File: config.mk
export PLATFORM = sky130hd
export DESIGN_NAME = instr_cache_flat
export DESIGN_NICKNAME = d
export VERILOG_FILES = /design/src/rtl/instr_cache_if.sv /design/src/rtl/instr_cache.sv /design/src/flat_wrapper.sv
export SDC_FILE = /design/constraint.sdc
export NUM_CORES = 2
export LEC_CHECK = 0
export BUFFER_PORTS_ARGS = -buffer_cell sky130_fd_sc_hd__buf_4
export CAP_MARGIN = 10
export CORE_MARGIN = 2
export CORE_UTILIZATION = 45
export DETAILED_ROUTE_END_ITERATION = 16
export GPL_TIMING_DRIVEN = 1
export PLACE_DENSITY = 0.64
export SLEW_MARGIN = 20
export SYNTH_ARGS = -nofsm -noshare
export SYNTH_HDL_FRONTEND = slang
export SYNTH_SLANG_ARGS = --single-unit
export TNS_END_PERCENT = 20
File: constraint.sdc
create_clock -name clk -period 4.1 [get_ports clk]
set_input_delay 0.41 -clock clk [delete_from_list [all_inputs] [get_ports clk]]
set_output_delay 0.41 -clock clk [all_outputs]
set_load 0.005 [all_outputs]
File: src/rtl/instr_cache_if.sv
// Word-wide request/valid port between the instruction cache and instruction memory.
// The cache is the master and holds the address until the memory returns a word.
interface instr_cache_if #(
    parameter int WIDTH = 32
);
    logic             mem_req;
    logic [WIDTH-1:0] mem_addr;
    logic [WIDTH-1:0] mem_rdata;
    logic             mem_rvalid;

    modport master (
        output mem_req,
        output mem_addr,
        input  mem_rdata,
        input  mem_rvalid
    );

    modport slave (
        input  mem_req,
        input  mem_addr,
        output mem_rdata,
        output mem_rvalid
    );
endinterface

File: src/rtl/instr_cache.sv
// Direct-mapped read-only instruction cache with a combinational hit path,
// word-by-word line refill over a req/valid memory port and fence.i invalidate.
module instr_cache #(
    parameter int WIDTH = 32,
    parameter int LINES = 16,
    parameter int WORDS = 4
) (
    input  logic             clk,
    input  logic             rst,
    input  logic [WIDTH-1:0] PC,
    input  logic             Invalidate,
    output logic [WIDTH-1:0] Instr,
    output logic             InstrValid,
    output logic             Stall,
    instr_cache_if.master    mem
);

    localparam int OFF_W = $clog2(WORDS);
    localparam int IDX_W = $clog2(LINES);
    localparam int TAG_W = WIDTH - IDX_W - OFF_W - 2;

    localparam logic [WIDTH-1:0] NOP       = WIDTH'(32'h0000_0013);
    localparam logic [OFF_W-1:0] BEAT_ONE  = OFF_W'(1);
    localparam logic [OFF_W-1:0] BEAT_LAST = OFF_W'(WORDS - 1);

    typedef enum logic {
        S_IDLE   = 1'b0,
        S_REFILL = 1'b1
    } state_t;

    state_t r_state;
    state_t w_next_state;

    logic [WIDTH-1:0] r_data [LINES][WORDS];
    logic [TAG_W-1:0] r_tag  [LINES];
    logic [LINES-1:0] r_valid;

    // Line being refilled, latched at the miss so PC is free to wander meanwhile.
    logic [TAG_W-1:0] r_tag_l;
    logic [IDX_W-1:0] r_idx_l;
    logic [OFF_W-1:0] r_beat;
    logic             r_abort;

    logic [OFF_W-1:0] w_off;
    logic [IDX_W-1:0] w_idx;
    logic [TAG_W-1:0] w_tag;
    logic             w_hit;
    logic             w_refill_start;
    logic             w_refill_done;
    logic             w_beat_accept;
    logic             w_unused_pc;

    assign w_off       = PC[OFF_W+1:2];
    assign w_idx       = PC[IDX_W+OFF_W+1:OFF_W+2];
    assign w_tag       = PC[WIDTH-1:IDX_W+OFF_W+2];
    assign w_unused_pc = &{1'b0, PC[1:0]};

    assign w_hit         = (r_state == S_IDLE) && r_valid[w_idx] && (r_tag[w_idx] == w_tag);
    assign w_beat_accept = (r_state == S_REFILL) && mem.mem_rvalid;

    // Outputs are forced quiet while rst is high, since an empty cache would otherwise report a miss.
    always_comb begin
        // NOTE: every output of this block gets a default first, so no path can infer a latch.
        w_next_state   = r_state;
        w_refill_start = 1'b0;
        w_refill_done  = 1'b0;
        Instr          = NOP;
        InstrValid     = 1'b0;
        Stall          = 1'b0;
        mem.mem_req    = 1'b0;
        mem.mem_addr   = {r_tag_l, r_idx_l, r_beat, 2'b00};

        if (!rst) begin
            unique case (r_state)
                S_IDLE: begin
                    if (w_hit) begin
                        Instr      = r_data[w_idx][w_off];
                        InstrValid = 1'b1;
                    end else begin
                        Stall          = 1'b1;
                        w_refill_start = 1'b1;
                        w_next_state   = S_REFILL;
                    end
                end
                S_REFILL: begin
                    Stall       = 1'b1;
                    mem.mem_req = 1'b1;
                    if (mem.mem_rvalid && (r_beat == BEAT_LAST)) begin
                        w_refill_done = 1'b1;
                        w_next_state  = S_IDLE;
                    end
                end
                default: w_next_state = S_IDLE;
            endcase
        end
    end

    always_ff @(posedge clk or posedge rst) begin
        if (rst) begin
            r_state <= S_IDLE;
        end else begin
            // NOTE: sequential state uses non-blocking assignments so every flop samples pre-edge values.
            r_state <= w_next_state;
        end
    end

    always_ff @(posedge clk or posedge rst) begin
        if (rst) begin
            r_valid <= '0;
            r_tag_l <= '0;
            r_idx_l <= '0;
            r_beat  <= '0;
            r_abort <= 1'b0;
        end else begin
            if (w_refill_start) begin
                r_tag_l <= w_tag;
                r_idx_l <= w_idx;
                r_beat  <= '0;
                r_abort <= 1'b0;
            end else if (r_state == S_REFILL) begin
                if (mem.mem_rvalid) begin
                    r_beat <= r_beat + BEAT_ONE;
                end
                if (Invalidate) begin
                    r_abort <= 1'b1;
                end
            end

            // Invalidate wins over a line completing on the same edge.
            if (Invalidate) begin
                r_valid <= '0;
            end else if (w_refill_done) begin
                r_valid[r_idx_l] <= ~r_abort;
            end
        end
    end

    // NOTE: data and tag arrays carry no reset; the valid bits alone decide whether their contents are used.
    always_ff @(posedge clk) begin
        if (w_beat_accept) begin
            r_data[r_idx_l][r_beat] <= mem.mem_rdata;
        end
        if (w_refill_done) begin
            r_tag[r_idx_l] <= r_tag_l;
        end
    end

endmodule

File: src/flat_wrapper.sv
// flat-port wrapper written by rule: the top's interface ports become plain ports
module instr_cache_flat 
#(
    parameter int WIDTH = 32,
    parameter int LINES = 16,
    parameter int WORDS = 4
)
  (clk, rst, PC, Invalidate, Instr, InstrValid, Stall, mem_mem_req, mem_mem_addr, mem_mem_rdata, mem_mem_rvalid);
  instr_cache_if #(.WIDTH(WIDTH)) mem_i ();
  input  logic clk;
  input  logic rst;
  input  logic [WIDTH-1:0] PC;
  input  logic Invalidate;
  output logic [WIDTH-1:0] Instr;
  output logic InstrValid;
  output logic Stall;
  output wire logic [$bits(mem_i.mem_req)-1:0] mem_mem_req;
  output wire logic [$bits(mem_i.mem_addr)-1:0] mem_mem_addr;
  input wire logic [$bits(mem_i.mem_rdata)-1:0] mem_mem_rdata;
  input wire logic [$bits(mem_i.mem_rvalid)-1:0] mem_mem_rvalid;
  assign mem_mem_req = mem_i.mem_req;
  assign mem_mem_addr = mem_i.mem_addr;
  assign mem_i.mem_rdata = mem_mem_rdata;
  assign mem_i.mem_rvalid = mem_mem_rvalid;
  instr_cache #(.WIDTH(WIDTH), .LINES(LINES), .WORDS(WORDS)) u_core (.clk(clk), .rst(rst), .PC(PC), .Invalidate(Invalidate), .Instr(Instr), .InstrValid(InstrValid), .Stall(Stall), .mem(mem_i));
endmodule
; Word level (Yosys, flattened, before mapping)
; Memories as Yosys holds them, arrays and structs flattened.
; Cells that the tools add are included.
[totals]
register_bits = 48
wordCells = 73
romBits = 0
output_inout_bits = 67
inputBits = 68
latchBits = 0
mem_bits_rw = 2432
n_memories = 2
[mem_list]
columns = name, depth, width, rd, rd_ports_with_merged_regs, wr, line_no
row1 = u_core.r_data, 16, 128, 1, 0, 1, instr_cache.sv:34  ; logic [WIDTH-1:0] r_data [LINES][WORDS];
row2 = u_core.r_tag, 16, 24, 1, 0, 1, instr_cache.sv:35  ; logic [TAG_W-1:0] r_tag [LINES];
[classes]
addsub = 1
order_cmp = 6
shift = 0
reduce_logical = 12
n_mul = 0
mux = 40
n_eq_ne = 2
bitwise_logic = 4
n_div = 0
[ops]
columns = operator, count
row1 = 2-to-1 mux 32 bit, 6
row2 = 2-to-1 mux 128 bit, 1
row3 = binary-select mux 32 bit (select 2 bit), 1
row4 = demux 32 bit (select 2 bit), 1
row5 = 2-to-1 mux 16 bit, 2
row6 = == test 24 bit, 1
row7 = 2-to-1 mux 1 bit, 21
row8 = bitwise mux 16 bit, 1
row9 = "< comparator 4 x 5 -> 1 bit, second input constant", 2
row10 = nonzero test 2 bit, 4
row11 = ">= comparator 3 bit, second input constant", 2
row12 = logical AND 1 bit, 6
row13 = 2-to-1 mux 2 bit, 3
row14 = inverter 2 -> 3 bit, 2
row15 = binary-select mux 1 bit (select 4 bit), 1
row16 = demux 1 bit (select 4 bit), 1
row17 = ">= comparator 4 x 1 -> 1 bit, second input constant", 1
row18 = one-hot mux 1 bit (2 select lines), 2
row19 = AND reduction 2 bit, 2
row20 = "< comparator 3 x 1 -> 1 bit, second input constant", 1
row21 = "adder 2 x 1 -> 2 bit, second input constant", 1
row22 = "== test 2 bit, second input constant", 1
row23 = inverter 1 bit, 2

; Longest topological paths before layout
[logic_depth]
ltp_word = 9
mapped_depth = 14
ltp_nobuf = 9

; Worst setup path before layout
; OpenSTA, ideal clock, no wires.
[synth_path]
path_kind = input to output
startpoint = input PC[5]
endpoint = output Instr[10]
required_time_ps = 3690
setup_slack_ps = 582
cell_stages = 10
arrival_time_ps = 3108
n_path_buf = 6
path_cell_list = buf_6 -> buf_6 -> buf_4 -> buf_2 -> clkbuf_1 -> buf_1 -> mux4_2 -> mux4_2 -> mux4_2 -> nor2b_1
[synth_between]
elab_chain_cells = 7
word_cells_on_any_way = 13
cone_classes = eq/ne: 1 / mux: 8 / reduce/logical: 2 / memory: 2
[synth_rtl]
columns = element, line_no
row1 = "start, declared", flat_wrapper.sv:12  ; input logic [WIDTH-1:0] PC;
row2 = memory read (16 x 128 bit) / binary-select mux 1 bit (select 4 bit) (equally long branches), n/a
row3 = binary-select mux 32 bit (select 2 bit) / 2-to-1 mux 1 bit (equally long branches), "instr_cache.sv:77, instr_cache.sv:58"
row4 = 2-to-1 mux 32 bit (not written as such) / logical AND 1 bit (equally long branches) (2 in a row), "instr_cache.sv:77, instr_cache.sv:58"
row5 = 2-to-1 mux 32 bit *, instr_cache.sv:76  ; if (w_hit) begin
row6 = 2-to-1 mux 32 bit *, instr_cache.sv:74  ; unique case (r_state)
row7 = 2-to-1 mux 32 bit *, instr_cache.sv:73  ; if (!rst) begin
row8 = "end, declared", flat_wrapper.sv:14  ; output logic [WIDTH-1:0] Instr;
; Every way passes the cells marked *; elsewhere a longest branch is shown, timed or not. The select of a mux whose other input is x is not followed.

; Worst setup path after layout
[layout_path]
startpoint = memory u_core.r_tag[5][11] (netlist bit)
endpoint = output Stall
[layout_between]
elab_chain_cells = 6
[layout_rtl]
columns = element, line_no
row1 = "start, declared", instr_cache.sv:35
row2 = memory read (16 x 24 bit), n/a
row3 = == test 24 bit, instr_cache.sv:58  ; assign w_hit = (r_state == S_IDLE) && r_valid[w_idx] && (r_tag[w_idx] == w_tag);
row4 = logical AND 1 bit, instr_cache.sv:58
row5 = 2-to-1 mux 1 bit, instr_cache.sv:76
row6 = one-hot mux 1 bit (2 select lines), instr_cache.sv:74
row7 = 2-to-1 mux 1 bit, instr_cache.sv:73
row8 = "end, declared", flat_wrapper.sv:16  ; output logic Stall;
; Every way passes these cells.

==> qor.yml <==
status:
  status: "finished with violations"
  violations: "setup timing"
setup_path:
  worstReg2RegStart: "u_core.r_tag[5][11]"
  worst_ep_required_time_ns: 3.69
  rrSetupSlack_ns: 0.84
  r2r-end: "u_core.r_tag_l[14]"
  crit_start: "u_core.r_tag[5][11]"
  crit_slowest_cell: "mux4_2"
  crit_arrival_ns: 3.74
  rr_worst_depth: 11
  critical_path_class: "flip-flop to primary output"
  max_stage_delay_ns: 0.48
  cp_max_fo: 3
  path_buf_inv: 2
  path_cells: "mux4_2 > xor2_1 > a21oi_1 > o2bb2ai_1 > nand4_1 > buf_4 > nor4_4 > nand4b_4 > and2_2 > buf_4"
  cp_top_family: "simple AND/OR/NAND/NOR gates"
  setup.worst_path.start_class: "flip-flop"
  endpoint_kind: "primary output"
  crit_path_frequent_cell: "buf_4"
grt:
  antenna_found_initial: 17
  grt-ovfl-total: 0
  grt_start_max_net_pins: 73
  grt_pass1_wl_um: 337000
  track_usage_pct: 22.1
  grt_pass1_vias: 44900
sta:
  drv_slew: 0
  hold_ws_ns: 0.0542
  fin_crit_ns: 4.15
  max_freq_mhz: 241
  worst_pin_slew_ns: 1.03
  finalSetupViolCount: 22
  slew_headroom_pct: 31.0
  setup_ws_ns: -0.0472
  rsz0062_at_grt: "true"
  timing.setup.tns_ns: -0.392
  finClkSkew_ns: 0.0847
  finalCritPeriodShare_pct: 101
  hold_viol_final: 0
cts:
  cts_tree: "built"
  htreeDepth: 4
  clockBufferDepth: 3
  clk_latency_ns: 0.87
  cts-buffers-inserted: 236
  cts.sinks: 2480
  cts.root.buffer_cell: "clkbuf_16"
  path_clk_slew_ns: 0.06
floorplanning:
  io_pins: 135
  rows: 169
  start_util_pct: 45.1
  die_h_um: 465
  core_area_um2: 212000
  dieArea_um2: 216000
  die_w_um: 465
layout:
  fin_cells: 7367
  fin_nets: 4410
  final_area_um2: 111000
  postLayoutCoreUtil_pct: 52.3
  areaGrowthSynthToFinish_pct: 15.8
  drive_gt1_share_pct: 35.5
yosys:
  synth_top_family_by_area: "multiplexers"
  synth_xor_area_share_pct: 0.357
  synth-edff-count: 2432
  syn_area_um2: 95600
  async_flop_share_pct: 1.94
  synth.most_common_cell: "edfxtp_1"
  yosys_register_bits: 2480
  synth_largest_area_cell: "edfxtp_1"
  syn_inst: 3897
  synth.area.mux_share_pct: 18.9
  synth_fa_ha_area_share_pct: 0.0524
  ys_seq_area_share_pct: 77.7
  syn_avg_cell_area_um2: 24.5
  yosys.area_share.simple_pct: 1.15
  synth_top_area_share_pct: 76.4
  synthTopCellsByArea: "edfxtp_1, mux4_2, dfrtp_1"
  yosysWarnings: 0
  ys.flop_type: "edfxtp_1"
  synth.distinct_cells: 60
  synth-compound-area-share_pct: 0.602
  yosys-top-cells-count: "edfxtp_1, mux4_2, nor2_1"
drt:
  viasPerCell: 6.06
  drc_errors: 0
  drtAntennaViolNets: 0
  drtIter0Drc: 5483
  vias: 44700
  wl_per_cell_um: 32.6
  dr.pass1.iters: 7
  wl_um: 240000
place:
  post_dp_cell_area_um2: 102000
  gp_congestion: 0.785
  numPortBuffers: 130
  dp.cells: 6878
  hpwl_um: 131000
min_path:
  hold_end: "u_core.r_data[1][51]"
  hold_path_class: "input port to flip-flop"
  holdPathStages: 1
  min_from: "mem_mem_rdata[19]"
power_and_ir_drop:
  p_leak_nw: 34.8
  ir_drop_uv: 573
  pwr_density_cell_nw_per_um2: 513
run:
  max_cap_violations: 0
==> kinds of logic (layout without fill, tap and decap cells) <==
logic type	Yosys count	after routing
and+or+nand+nor	227	227
DFF	2480	2480
AOI/OAI and AO/OA	79	79
adders and majority gates	4	4
other	1	6
xor gates and xnor gates	39	39
muxes	855	855
buffers and inverters	212	856
==> cells in the final DEF (no fill, tap or decap), types with 5 or more instances in the layout <==
cell and instances:
clkinvlp_4 9, clkinv_16 11, nor2_1 31, dfrtp_1 48, buf_12 65, o21ai_0 6
nor2b_1 32, mux4_2 751, buf_6 10, nand2_1 24, inv_1 6, xor2_1 19
a211oi_1 16, nor2b_2 5, a22oi_1 9, xnor2_1 19, nor3_1 5, buf_4 286
nand4_1 5, nor2_4 80, clkbuf_16 236, edfxtp_1 2432, inv_6 5, clkinv_1 57
dlygate4sd3_1 42, a21oi_1 11, nand3_2 6, nand3_1 13, mux2_2 21, o22ai_1 5
clkbuf_1 43, bufinv_16 28, clkinv_2 39, mux2_4 20, clkbuf_8 9, mux2i_1 58
==> state kept, by name (all words and copies together), names as in the netlist <==
register        cells
u_core.r_state      1
u_core.r_valid     16
u_core.r_tag_l     24
u_core.r_abort      1
u_core.r_tag      384
u_core.r_beat       2
u_core.r_idx_l      4
u_core.r_data    2048
==> final cells by class <==
cell class / instances / area (µm²)
antenna: 4 / 10.0
timing repair buffer: 407 / 4040
clock buffer: 287 / 6180
inverter: 7 / 26.3
fill: 16000 / 101000
tap: 2821 / 3530
sequential: 2480 / 74200
clock inverter: 155 / 1760
multi-input combinational: 1206 / 20900
==> layer usage <==
layer	wire [µm]	track usage (%)	share of wire (%)	vias to the layer above
met4	4950	5.14	2.1	10
met1	96300	30.9	40	24700
met3	19200	4.36	8.0	339
met5	64	0	0.027	-
met2	120000	36.3	50	1911
li1	-	-	-	17700
==> worst max path at each step <==
stage,end,cells past startpoint
after global placement,Instr[28],15
after global routing,Instr[20],14
after detailed placement,Instr[10],14
after floorplan,Instr[10],10
final,Stall,10
after CTS,Instr[1],12
==> through the flow <==
step                setup WS, ns  power (mW)
finish                   -0.0472        56.8
global placement          0.0839        35.1
global route              -0.227        58.4
floorplan                  0.582        32.7
CTS                       -0.202        57.1
detailed placement        0.0619        35.3
==> worst reg2reg max path, delay by kind of cell, from the launching register on <==
family	cells	cell delay, ns
xor gates and xnor gates	1	0.17
and+or+nand+nor	4	0.92
DFF	1	0.37
muxes	2	0.78
buffers and inverters	2	0.35
AOI/OAI and AO/OA	2	0.46
==> power by group <==
group,leakage (nW),internal [mW],switching (mW)
registers,22.5,29.3,0.818
logic,8.45,1.86,2.73
clock network,3.84,12.5,9.49
total,34.8,43.7,13.0
==> repair_timing <==
| item | CTS | global route |
|---|---|---|
| endpoints found under the hold margin | 585 | 0 |
| setup endpoints to repair | 34 | 34 |
| cloned | 0 | 0 |
| pin swaps | 1 | 5 |
| buffers inserted | 1 | 1 |
| gates resized for setup | 13 | 22 |
| hold buffers | 42 | 0 |
No activity file was read; power rests on OpenSTA's default activity.
